<file path="config.mk">
export PLATFORM = sky130hd
export DESIGN_NAME = hazard_ctrl
export DESIGN_NICKNAME = d
export VERILOG_FILES = /design/src/rtl/hazard_pkg.sv /design/src/rtl/hazard_match.sv /design/src/rtl/hazard_ctrl.sv
export SDC_FILE = /design/constraint.sdc
export NUM_CORES = 1
export LEC_CHECK = 0
export ABC_AREA = 1
export CORE_ASPECT_RATIO = 1.25
export CORE_MARGIN = 2
export CORE_UTILIZATION = 30
export CTS_CLUSTER_SIZE = 40
export DETAILED_ROUTE_END_ITERATION = 6
export SLEW_MARGIN = 20
export SYNTH_ARGS = -nofsm -noshare
export SYNTH_HDL_FRONTEND = slang
export SYNTH_HIERARCHICAL = 1
export SYNTH_SLANG_ARGS = --single-unit
</file>
<file path="constraint.sdc">
create_clock -name clock -period 1.5 [get_ports clock]
set_input_delay 0.3 -clock clock [delete_from_list [all_inputs] [get_ports clock]]
set_output_delay 0.3 -clock clock [all_outputs]
set_load 0.02 [all_outputs]
</file>
<file path="src/rtl/hazard_pkg.sv">
// Shared types and constants for the pipeline hazard controller.
package hazard_pkg;

    // Register address width that slot_t is built with; hazard_ctrl defaults to it.
    localparam int REG_ADR_W_DEF = 3;

    // Forward select encodings for operands in E (3 is reserved).
    localparam logic [1:0] FWD_RF  = 2'd0;
    localparam logic [1:0] FWD_MEM = 2'd1;
    localparam logic [1:0] FWD_WB  = 2'd2;

    // One in-flight instruction as seen by the hazard logic.
    typedef struct packed {
        logic                     valid;
        logic                     wr;
        logic [REG_ADR_W_DEF-1:0] adr;
        logic                     load;
    } slot_t;

    localparam slot_t SLOT_EMPTY = '0;

endpackage

</file>
<file path="src/rtl/hazard_match.sv">
// Compares one D-stage source operand against one in-flight slot.
// HAZARD_ZERO_REG_EN: register 0 is hardwired zero and never matches.
module hazard_match
    import hazard_pkg::*;
#(
    parameter int REG_ADR_W = REG_ADR_W_DEF
) (
    input  logic                 i_d_valid,
    input  logic                 i_src_used,
    input  logic [REG_ADR_W-1:0] i_src_adr,
    input  slot_t                i_slot,
    output logic                 o_match
);

    logic w_adr_eq;
    logic w_src_ok;
    logic w_unused_load;

    assign w_adr_eq      = (i_slot.adr == i_src_adr);
    assign w_unused_load = i_slot.load;

`ifdef HAZARD_ZERO_REG_EN
    // Equal addresses imply the destination is nonzero too.
    assign w_src_ok = (i_src_adr != '0);
`else
    assign w_src_ok = 1'b1;
`endif

    assign o_match = i_d_valid & i_src_used & i_slot.valid & i_slot.wr & w_adr_eq & w_src_ok;

endmodule

</file>
<file path="src/rtl/hazard_ctrl.sv">
// Hazard controller for the D -> E -> M -> W pipeline: forward selects,
// load-use stall, branch squash and register-file write port.
// HAZARD_ZERO_REG_EN: register 0 is hardwired zero (no match, no write).
// slot_t is sized by hazard_pkg::REG_ADR_W_DEF; keep REG_ADR_W equal to it.
module hazard_ctrl
    import hazard_pkg::*;
#(
    parameter int REG_ADR_W = REG_ADR_W_DEF,
    parameter int NUM_SRC   = 2,
    parameter int PERF_W    = 16
) (
    input  logic                           clock,
    input  logic                           reset_n,
    input  logic                           d_valid,
    input  logic [NUM_SRC*REG_ADR_W-1:0]   d_src_adr,
    input  logic [NUM_SRC-1:0]             d_src_used,
    input  logic [REG_ADR_W-1:0]           d_dst_adr,
    input  logic                           d_reg_write,
    input  logic                           d_mem_to_reg,
    input  logic                           branch_taken_e,
    output logic                           stall_d,
    output logic                           flush_e,
    output logic [NUM_SRC*2-1:0]           forward_e,
    output logic                           w_reg_write,
    output logic [REG_ADR_W-1:0]           w_reg_adr,
    output logic [PERF_W-1:0]              stall_count
);

    slot_t                r_slot_e;
    slot_t                r_slot_m;
    slot_t                r_slot_w;
    logic [NUM_SRC*2-1:0] r_fwd;
    logic [PERF_W-1:0]    r_stall_cnt;

    logic [NUM_SRC-1:0]   w_match_e;
    logic [NUM_SRC-1:0]   w_match_m;
    logic [NUM_SRC*2-1:0] w_fwd_next;
    logic                 w_load_use;
    logic                 w_stall;
    logic                 w_flush;
    logic                 w_unused_w_load;

    // Each source is compared against E (next M) and M (next W); W never needs a
    // match because its write lands before the register file is read in E.
    for (genvar gi = 0; gi < NUM_SRC; gi++) begin : g_src
        hazard_match #(.REG_ADR_W(REG_ADR_W)) u_match_e (
            .i_d_valid  (d_valid),
            .i_src_used (d_src_used[gi]),
            .i_src_adr  (d_src_adr[gi*REG_ADR_W +: REG_ADR_W]),
            .i_slot     (r_slot_e),
            .o_match    (w_match_e[gi])
        );
        hazard_match #(.REG_ADR_W(REG_ADR_W)) u_match_m (
            .i_d_valid  (d_valid),
            .i_src_used (d_src_used[gi]),
            .i_src_adr  (d_src_adr[gi*REG_ADR_W +: REG_ADR_W]),
            .i_slot     (r_slot_m),
            .o_match    (w_match_m[gi])
        );
    end

    // Load-use stalls one cycle; a taken branch squashes and overrides the stall.
    always_comb begin
        w_load_use = (|w_match_e) & r_slot_e.load;
        w_stall    = w_load_use & ~branch_taken_e;
        w_flush    = w_load_use | branch_taken_e;
    end

    // Next forward select per channel: the younger producer (E) wins over M.
    always_comb begin
        w_fwd_next = '0;
        for (int i = 0; i < NUM_SRC; i++) begin
            w_fwd_next[i*2 +: 2] = FWD_RF;
            if (w_match_e[i]) begin
                w_fwd_next[i*2 +: 2] = FWD_MEM;
            end else if (w_match_m[i]) begin
                w_fwd_next[i*2 +: 2] = FWD_WB;
            end
        end
    end

    // Advance the in-flight slots; a flush drops a bubble into E.
    always_ff @(posedge clock or negedge reset_n) begin
        if (!reset_n) begin
            r_slot_e <= SLOT_EMPTY;
            r_slot_m <= SLOT_EMPTY;
            r_slot_w <= SLOT_EMPTY;
        end else begin
            r_slot_w <= r_slot_m;
            r_slot_m <= r_slot_e;
            if (w_flush) begin
                r_slot_e <= SLOT_EMPTY;
            end else begin
                r_slot_e.valid <= d_valid;
                r_slot_e.wr    <= d_reg_write;
                r_slot_e.adr   <= d_dst_adr;
                r_slot_e.load  <= d_mem_to_reg;
            end
        end
    end

    // Register forward selects for the instruction entering E.
    always_ff @(posedge clock or negedge reset_n) begin
        if (!reset_n) begin
            r_fwd <= '0;
        end else if (w_flush) begin
            r_fwd <= '0;
        end else begin
            r_fwd <= w_fwd_next;
        end
    end

    // Count load-use stall cycles, holding at the maximum.
    always_ff @(posedge clock or negedge reset_n) begin
        if (!reset_n) begin
            r_stall_cnt <= '0;
        end else if (w_stall && (r_stall_cnt != {PERF_W{1'b1}})) begin
            r_stall_cnt <= r_stall_cnt + PERF_W'(1);
        end
    end

    assign w_unused_w_load = r_slot_w.load;

`ifdef HAZARD_ZERO_REG_EN
    assign w_reg_write = r_slot_w.valid & r_slot_w.wr & (r_slot_w.adr != '0);
`else
    assign w_reg_write = r_slot_w.valid & r_slot_w.wr;
`endif
    assign w_reg_adr   = r_slot_w.valid ? r_slot_w.adr : '0;
    assign stall_d     = w_stall;
    assign flush_e     = w_flush;
    assign forward_e   = r_fwd;
    assign stall_count = r_stall_cnt;

endmodule
</file>
==> results of run 1 <==
-- worst reg2reg max path: cells and delay by family, from the launching register on --
family,cells,cell delay [ps]
xor gates and xnor gates,1,150
buffers and inverters,3,320
and+or+nand+nor,8,650
DFF,1,420
-- metrics by stage --
stage          setup WS [ps]  cell area, um^2  util (%)  hold slack (ps)
2_1_floorplan           25.4             1860         -             4.41
3_3_place_gp            -867             2500      41.0              285
3_5_place_dp            -874             2500      41.0              293
4_1_cts                 -237             2650      43.6              403
5_1_grt                 -365             2730      44.8              409
6_report                -259             2730      44.8              401
-- sequential cells by signal, indices dropped and copies added, names as in the netlist --
| name | flops |
|---|---|
| r_slot_m | 5 |
| stall_count | 16 |
| forward_e | 4 |
| r_slot_w | 5 |
| r_slot_e | 6 |
-- layout by cell type, fill, tap and decap left out, drive strengths merged --
master and count:
clkinvlp 1, dlygate4sd2 32, clkdlybuf4s50 6, xor2 2
xnor2 12, o21ai 8, buf 28, ha 1
nor2 40, nand3b 1, inv 35, dfrtp 36
dlygate4sd3 1, nand4 6, clkbuf 7, nand2 94
nand3 12, clkdlybuf4s15 1
-- repair_timing --
item,4_1_cts,5_1_grt
endpoints found under the setup margin,52,29
setup buffers,3,5
gates cloned,0,1
endpoints found under the hold margin,19,0
hold buffers,1,0
resized for setup,61,15
pin swaps,5,2
-- cell type report --
| cell class | instances | area, um^2 | share of cell area (%) |
|---|---|---|---|
| flip-flops and latches | 36 | 903 | 33.1 |
| clock inverters | 1 | 7.51 | 0.275 |
| repair buffers | 68 | 594 | 21.8 |
| inverters | 35 | 134 | 4.91 |
| clock buffers | 7 | 86.3 | 3.17 |
| multi-input cells | 176 | 893 | 32.8 |
| well taps | 85 | 106 | 3.90 |
-- per-layer routing --
layer / share of wire [%] / vias up / GRT usage [%]
li1: - / 906 / -
met1: 49 / 775 / 17.3
met2: 49 / 20 / 21.8
met3: 1.9 / 3 / 1.65
met4: 0.41 / 0 / 4.17
met5: 0 / - / 0
-- power by group through the flow --
stage | registers [mW] | clock network [mW] | logic [mW]
after floorplan | 1.03 | 0 | 0.0541
after global placement | 1.03 | 0 | 0.158
after detailed placement | 1.03 | 0 | 0.159
after CTS | 1.01 | 0.743 | 0.154
after global routing | 1.01 | 0.779 | 0.174
final | 1.01 | 0.724 | 0.156
-- worst min path at each step --
stage | slack [ps] | to | depth (start not counted)
after floorplan | 4 | forward_e[0] | 0
after global routing | 410 | r_slot_m[5] | 0
after CTS | 400 | r_slot_m[5] | 0
after global placement | 290 | stall_count[14] | 1
after detailed placement | 290 | stall_count[14] | 1
final | 400 | r_slot_m[5] | 0
==> impl_metrics.env, run 1 <==
export IMPL_dp_hpwl_um=3200
export IMPL_place_congestion=0.767
export IMPL_drtIter0Drc=38
export IMPL_arrival_ps=1460
export IMPL_ant_nets=0
export IMPL_crit_path_top_delay_cell="dfrtp_1"
export IMPL_hp_start="r_slot_e[5]"
export IMPL_startpoint_type="flip-flop"
export IMPL_ff2ff_path_depth=12
export IMPL_post_drt_wl_per_cell_um=10.7
export IMPL_drv_slew=0
export IMPL_coreArea_um2=6090
export IMPL_critPathCaptureType="primary output"
export IMPL_cp_top_family="flip-flops"
export IMPL_cp_endpoint="stall_d"
export IMPL_cap_violations=0
export IMPL_clkPwrFrac_pct=38.3
export IMPL_worstMarginPinSlew_ps=476
export IMPL_period_share_pct=117
export IMPL_power_density_nw_per_um2=694
export IMPL_cp_data_required_time_ps=1200
export IMPL_p_seq_share_pct=53.5
export IMPL_instances_no_fill=408
export IMPL_vias_per_cell=4.18
export IMPL_layout_nets=340
export IMPL_reg2reg_setup_slack_ps=-150
export IMPL_power_mw=1.89
export IMPL_die_x_um=74.3
export IMPL_clock_latency_ps=280
export IMPL_grt_pass1_vias=1587
export IMPL_clock_path_buffers=2
export IMPL_clkSinkCount=36
export IMPL_synth_cells=248
export IMPL_setup_violations=16
export IMPL_setup_ws_ps=-259
export IMPL_p_int_mw=1.45
export IMPL_finalHoldViolations=0
export IMPL_fmax_mhz=568
export IMPL_startpoint="r_slot_e[1]"
export IMPL_violations="setup timing"
export IMPL_start_util_pct=30.5
export IMPL_drive_gt1_share_pct=19.5
export IMPL_synth_nets=266
export IMPL_cpPeakStageDelay_ps=420
export IMPL_p_switching_uw=443
export IMPL_crit_chain="xnor2_1 -> nand2_1 -> nor2_1 -> inv_1 -> nand2_2 -> nand3_4 -> inv_4 -> buf_6"
export IMPL_cp_num_buf_inv=3
export IMPL_grt_total_usage_pct=13.0
export IMPL_vias=1704
export IMPL_crit_type="flip-flop to primary output"
export IMPL_grt_ovfl_total=0
export IMPL_numCtsBuffers=5
export IMPL_clock_root_buffer="clkbuf_8"
export IMPL_wl_um=4350
export IMPL_die_y_um=91.9
export IMPL_area_growth_pct=46.9
export IMPL_numPlacedInstances=391
export IMPL_syn_area_um2=1860
export IMPL_status="finished with violations"
export IMPL_slew_headroom_pct=68.3
export IMPL_holdCritPathClass="flip-flop to flip-flop"
export IMPL_fillers=651
export IMPL_rows=32
export IMPL_rsz0062_at_grt="true"
export IMPL_cts_tree="yes"
export IMPL_p_leak_nw=1.41
export IMPL_cp_depth=8
export IMPL_first_pass_iters=6
export IMPL_synth_avg_cell_area_um2=7.48
export IMPL_yosysWarningCount=6
export IMPL_r2r_start="r_slot_e[1]"
export IMPL_grt_max_degree=22
export IMPL_htree_levels=2
export IMPL_die_area_um2=6830
export IMPL_skew_ps=7.23
export IMPL_antenna_found_initial=0
export IMPL_fin_setup_tns_ps=-2180
export IMPL_grt_pass1_wl_um=7070
export IMPL_path_max_fanout=3
export IMPL_ioPinCount=43
export IMPL_period_minus_slack_ps=1760
export IMPL_drc=0
export IMPL_rr_endpoint="stall_count[15]"
export IMPL_power_frac_comb_pct=8.2
export IMPL_sw_frac_of_total_pct=23.4
export IMPL_clkTransAtPathRegs_ps=70
export IMPL_diodes=0
export IMPL_ir_worst_vdd_mv=0.427
export IMPL_numPortBuffers=42
Power figures use the tool's default switching activity.
==> run 2, diff against run 1 <==
--- a/config.mk
+++ b/config.mk
@@ -11,6 +11,7 @@
 export CORE_UTILIZATION = 30
 export CTS_CLUSTER_SIZE = 40
 export DETAILED_ROUTE_END_ITERATION = 6
+export HOLD_SLACK_MARGIN = 0.03
 export SLEW_MARGIN = 20
 export SYNTH_ARGS = -nofsm -noshare
 export SYNTH_HDL_FRONTEND = slang
==> constraint.sdc (replaced) <==
create_clock -name clock -period 2.25 [get_ports clock]
set_input_delay 0.45 -clock clock [delete_from_list [all_inputs] [get_ports clock]]
set_output_delay 0.45 -clock clock [all_outputs]
set_load 0.02 [all_outputs]
==> impl_metrics.env, run 2 (synthesis gave the netlist of run 1 again) <==
export IMPL_status="finished clean"
export IMPL_worstMarginPinSlew_ps=802
export IMPL_vias=1682
export IMPL_drive_gt1_share_pct=11.6
export IMPL_fmax_mhz=467
export IMPL_grt_pass1_wl_um=7330
export IMPL_drv_slew=0
export IMPL_clock_root_buffer="clkbuf_8"
export IMPL_post_drt_wl_per_cell_um=10.3
export IMPL_use_met3_pct=2.97
export IMPL_numPortBuffers=42
export IMPL_die_y_um=91.9
export IMPL_dp_hpwl_um=3120
export IMPL_cpPeakStageDelay_ps=530
export IMPL_diodes=0
export IMPL_final_common_cell="nand2_1"
export IMPL_grt_total_usage_pct=13.8
export IMPL_ioPinCount=43
export IMPL_cap_violations=0
export IMPL_grt_pass1_vias=1698
export IMPL_utilization_pct=42.0
export IMPL_power_density_nw_per_um2=493
export IMPL_crit_type="input port to primary output"
export IMPL_antenna_found_initial=0
export IMPL_busiest_layer="met2"
export IMPL_first_pass_iters=4
export IMPL_die_x_um=74.3
export IMPL_ant_nets=0
export IMPL_slew_headroom_pct=46.5
export IMPL_ir_worst_vdd_mv=0.294
export IMPL_area_growth_pct=37.8
export IMPL_drc=0
export IMPL_skew_ps=7.18
export IMPL_numCtsBuffers=5
export IMPL_period_share_pct=95.2
export IMPL_clkSinkCount=36
export IMPL_startpoint_type="input port"
export IMPL_place_congestion=0.781
export IMPL_rows=32
export IMPL_layout_common_cells="nand2_1, nor2_1, clkdlybuf4s50_1"
export IMPL_start_util_pct=30.5
export IMPL_holdCritPathClass="input port to asynchronous set/reset pin"
export IMPL_path_max_fanout=3
export IMPL_use_met2_pct=22.6
export IMPL_setup_violations=0
export IMPL_crit_chain="clkdlybuf4s50_1 -> nor2_1 -> o21ai_1 -> nor2_1 -> inv_1 -> nand2_2 -> nand2_1 -> nand2_1 -> buf_4"
export IMPL_coreArea_um2=6090
export IMPL_htree_levels=2
export IMPL_period_minus_slack_ps=2140
export IMPL_layout_nets=327
export IMPL_grt_ovfl_total=0
export IMPL_grt_max_degree=37
export IMPL_clock_path_buffers=2
export IMPL_vias_per_cell=4.26
export IMPL_met1_usage_pct=17.3
export IMPL_clkTransAtPathRegs_ps=80
export IMPL_numPlacedInstances=386
export IMPL_largest_reg_flops=16
export IMPL_p_leak_nw=1.21
export IMPL_critPathCaptureType="primary output"
export IMPL_cts_tree="yes"
export IMPL_finalHoldViolations=0
export IMPL_rsz0062_at_grt="false"
export IMPL_crit_path_top_delay_cell="clkdlybuf4s50_1"
export IMPL_die_area_um2=6830
export IMPL_cp_data_required_time_ps=1800
export IMPL_clock_latency_ps=290
export IMPL_drtIter0Drc=61
export IMPL_wl_um=4070
export IMPL_arrival_ps=1690
export IMPL_instances_no_fill=395
## run 2: timing repair
| item | CTS | global route |
|---|---|---|
| pin swaps | 0 | 2 |
| resized for setup | 9 | 6 |
| cloned | 0 | 0 |
| buffers inserted | 0 | 1 |
| setup endpoints to repair | 2 | 2 |
| hold buffers | 0 | 0 |
## run 2: final cells by class
cell class	count	area, um^2
repair buffers	56	517
flip-flops and latches	36	901
well taps	85	106
multi-input cells	175	807
clock buffers	7	86.3
clock inverters	1	7.51
inverters	35	131
fillers	655	3530
## run 2: path summary, 6_finish.rpt
check	startpoint	to	slack (ps)	cells past startpoint
max	d_src_adr[5]	flush_e	110	9
min	reset_n	stall_count[13]	240	1
max reg2reg	r_slot_e[1]	stall_count[15]	590	11
min reg2reg	r_slot_e[5]	r_slot_m[5]	390	0
max in group asynchronous	reset_n	r_slot_e[0]	1490	1
min in group clock	r_slot_e[5]	r_slot_m[5]	390	0
## run 2: routing by layer
metal	vias to the layer above	share of wire (%)
li1	870	-
met1	777	45
met2	28	50
met3	7	3.0
met4	0	1.7
met5	-	0
## run 2: power breakdown
group,leakage [nW],switching (mW),internal [mW]
Combinational,0.683,0.0474,0.0541
Sequential,0.486,0.0122,0.662
Clock,0.0445,0.235,0.249
Total,1.21,0.295,0.965
## run 2: worst max-delay path, delay by kind of cell
| kind | cells | cell delay (ps) |
|---|---|---|
| compound gates | 1 | 140 |
| buf+inv | 3 | 780 |
| simple gates | 5 | 300 |
## run 2: metrics by stage
stage | TNS [ps] | setup WS (ps) | instance area, um^2 | hold slack (ps) | power [mW]
after floorplan | 0 | 457 | 1860 | 154 | 0.721
after global placement | -856 | -452 | 2450 | 382 | 0.790
after detailed placement | -861 | -443 | 2450 | 384 | 0.792
after CTS | 0 | 36.0 | 2530 | 279 | 1.28
after global routing | 0 | 1.48 | 2560 | 311 | 1.32
final | 0 | 109 | 2560 | 243 | 1.26
==> run 3, diff against run 2 <==
--- a/config.mk
+++ b/config.mk
@@ -6,9 +6,11 @@
 export NUM_CORES = 1
 export LEC_CHECK = 0
 export ABC_AREA = 1
+export CAP_MARGIN = 20
 export CORE_ASPECT_RATIO = 1.25
 export CORE_MARGIN = 2
 export CORE_UTILIZATION = 30
+export CTS_CLUSTER_DIAMETER = 60
 export CTS_CLUSTER_SIZE = 40
 export DETAILED_ROUTE_END_ITERATION = 6
 export HOLD_SLACK_MARGIN = 0.03
==> results of run 3 <==
No change in the layout: final DEF, timing and power equal those of run 2.
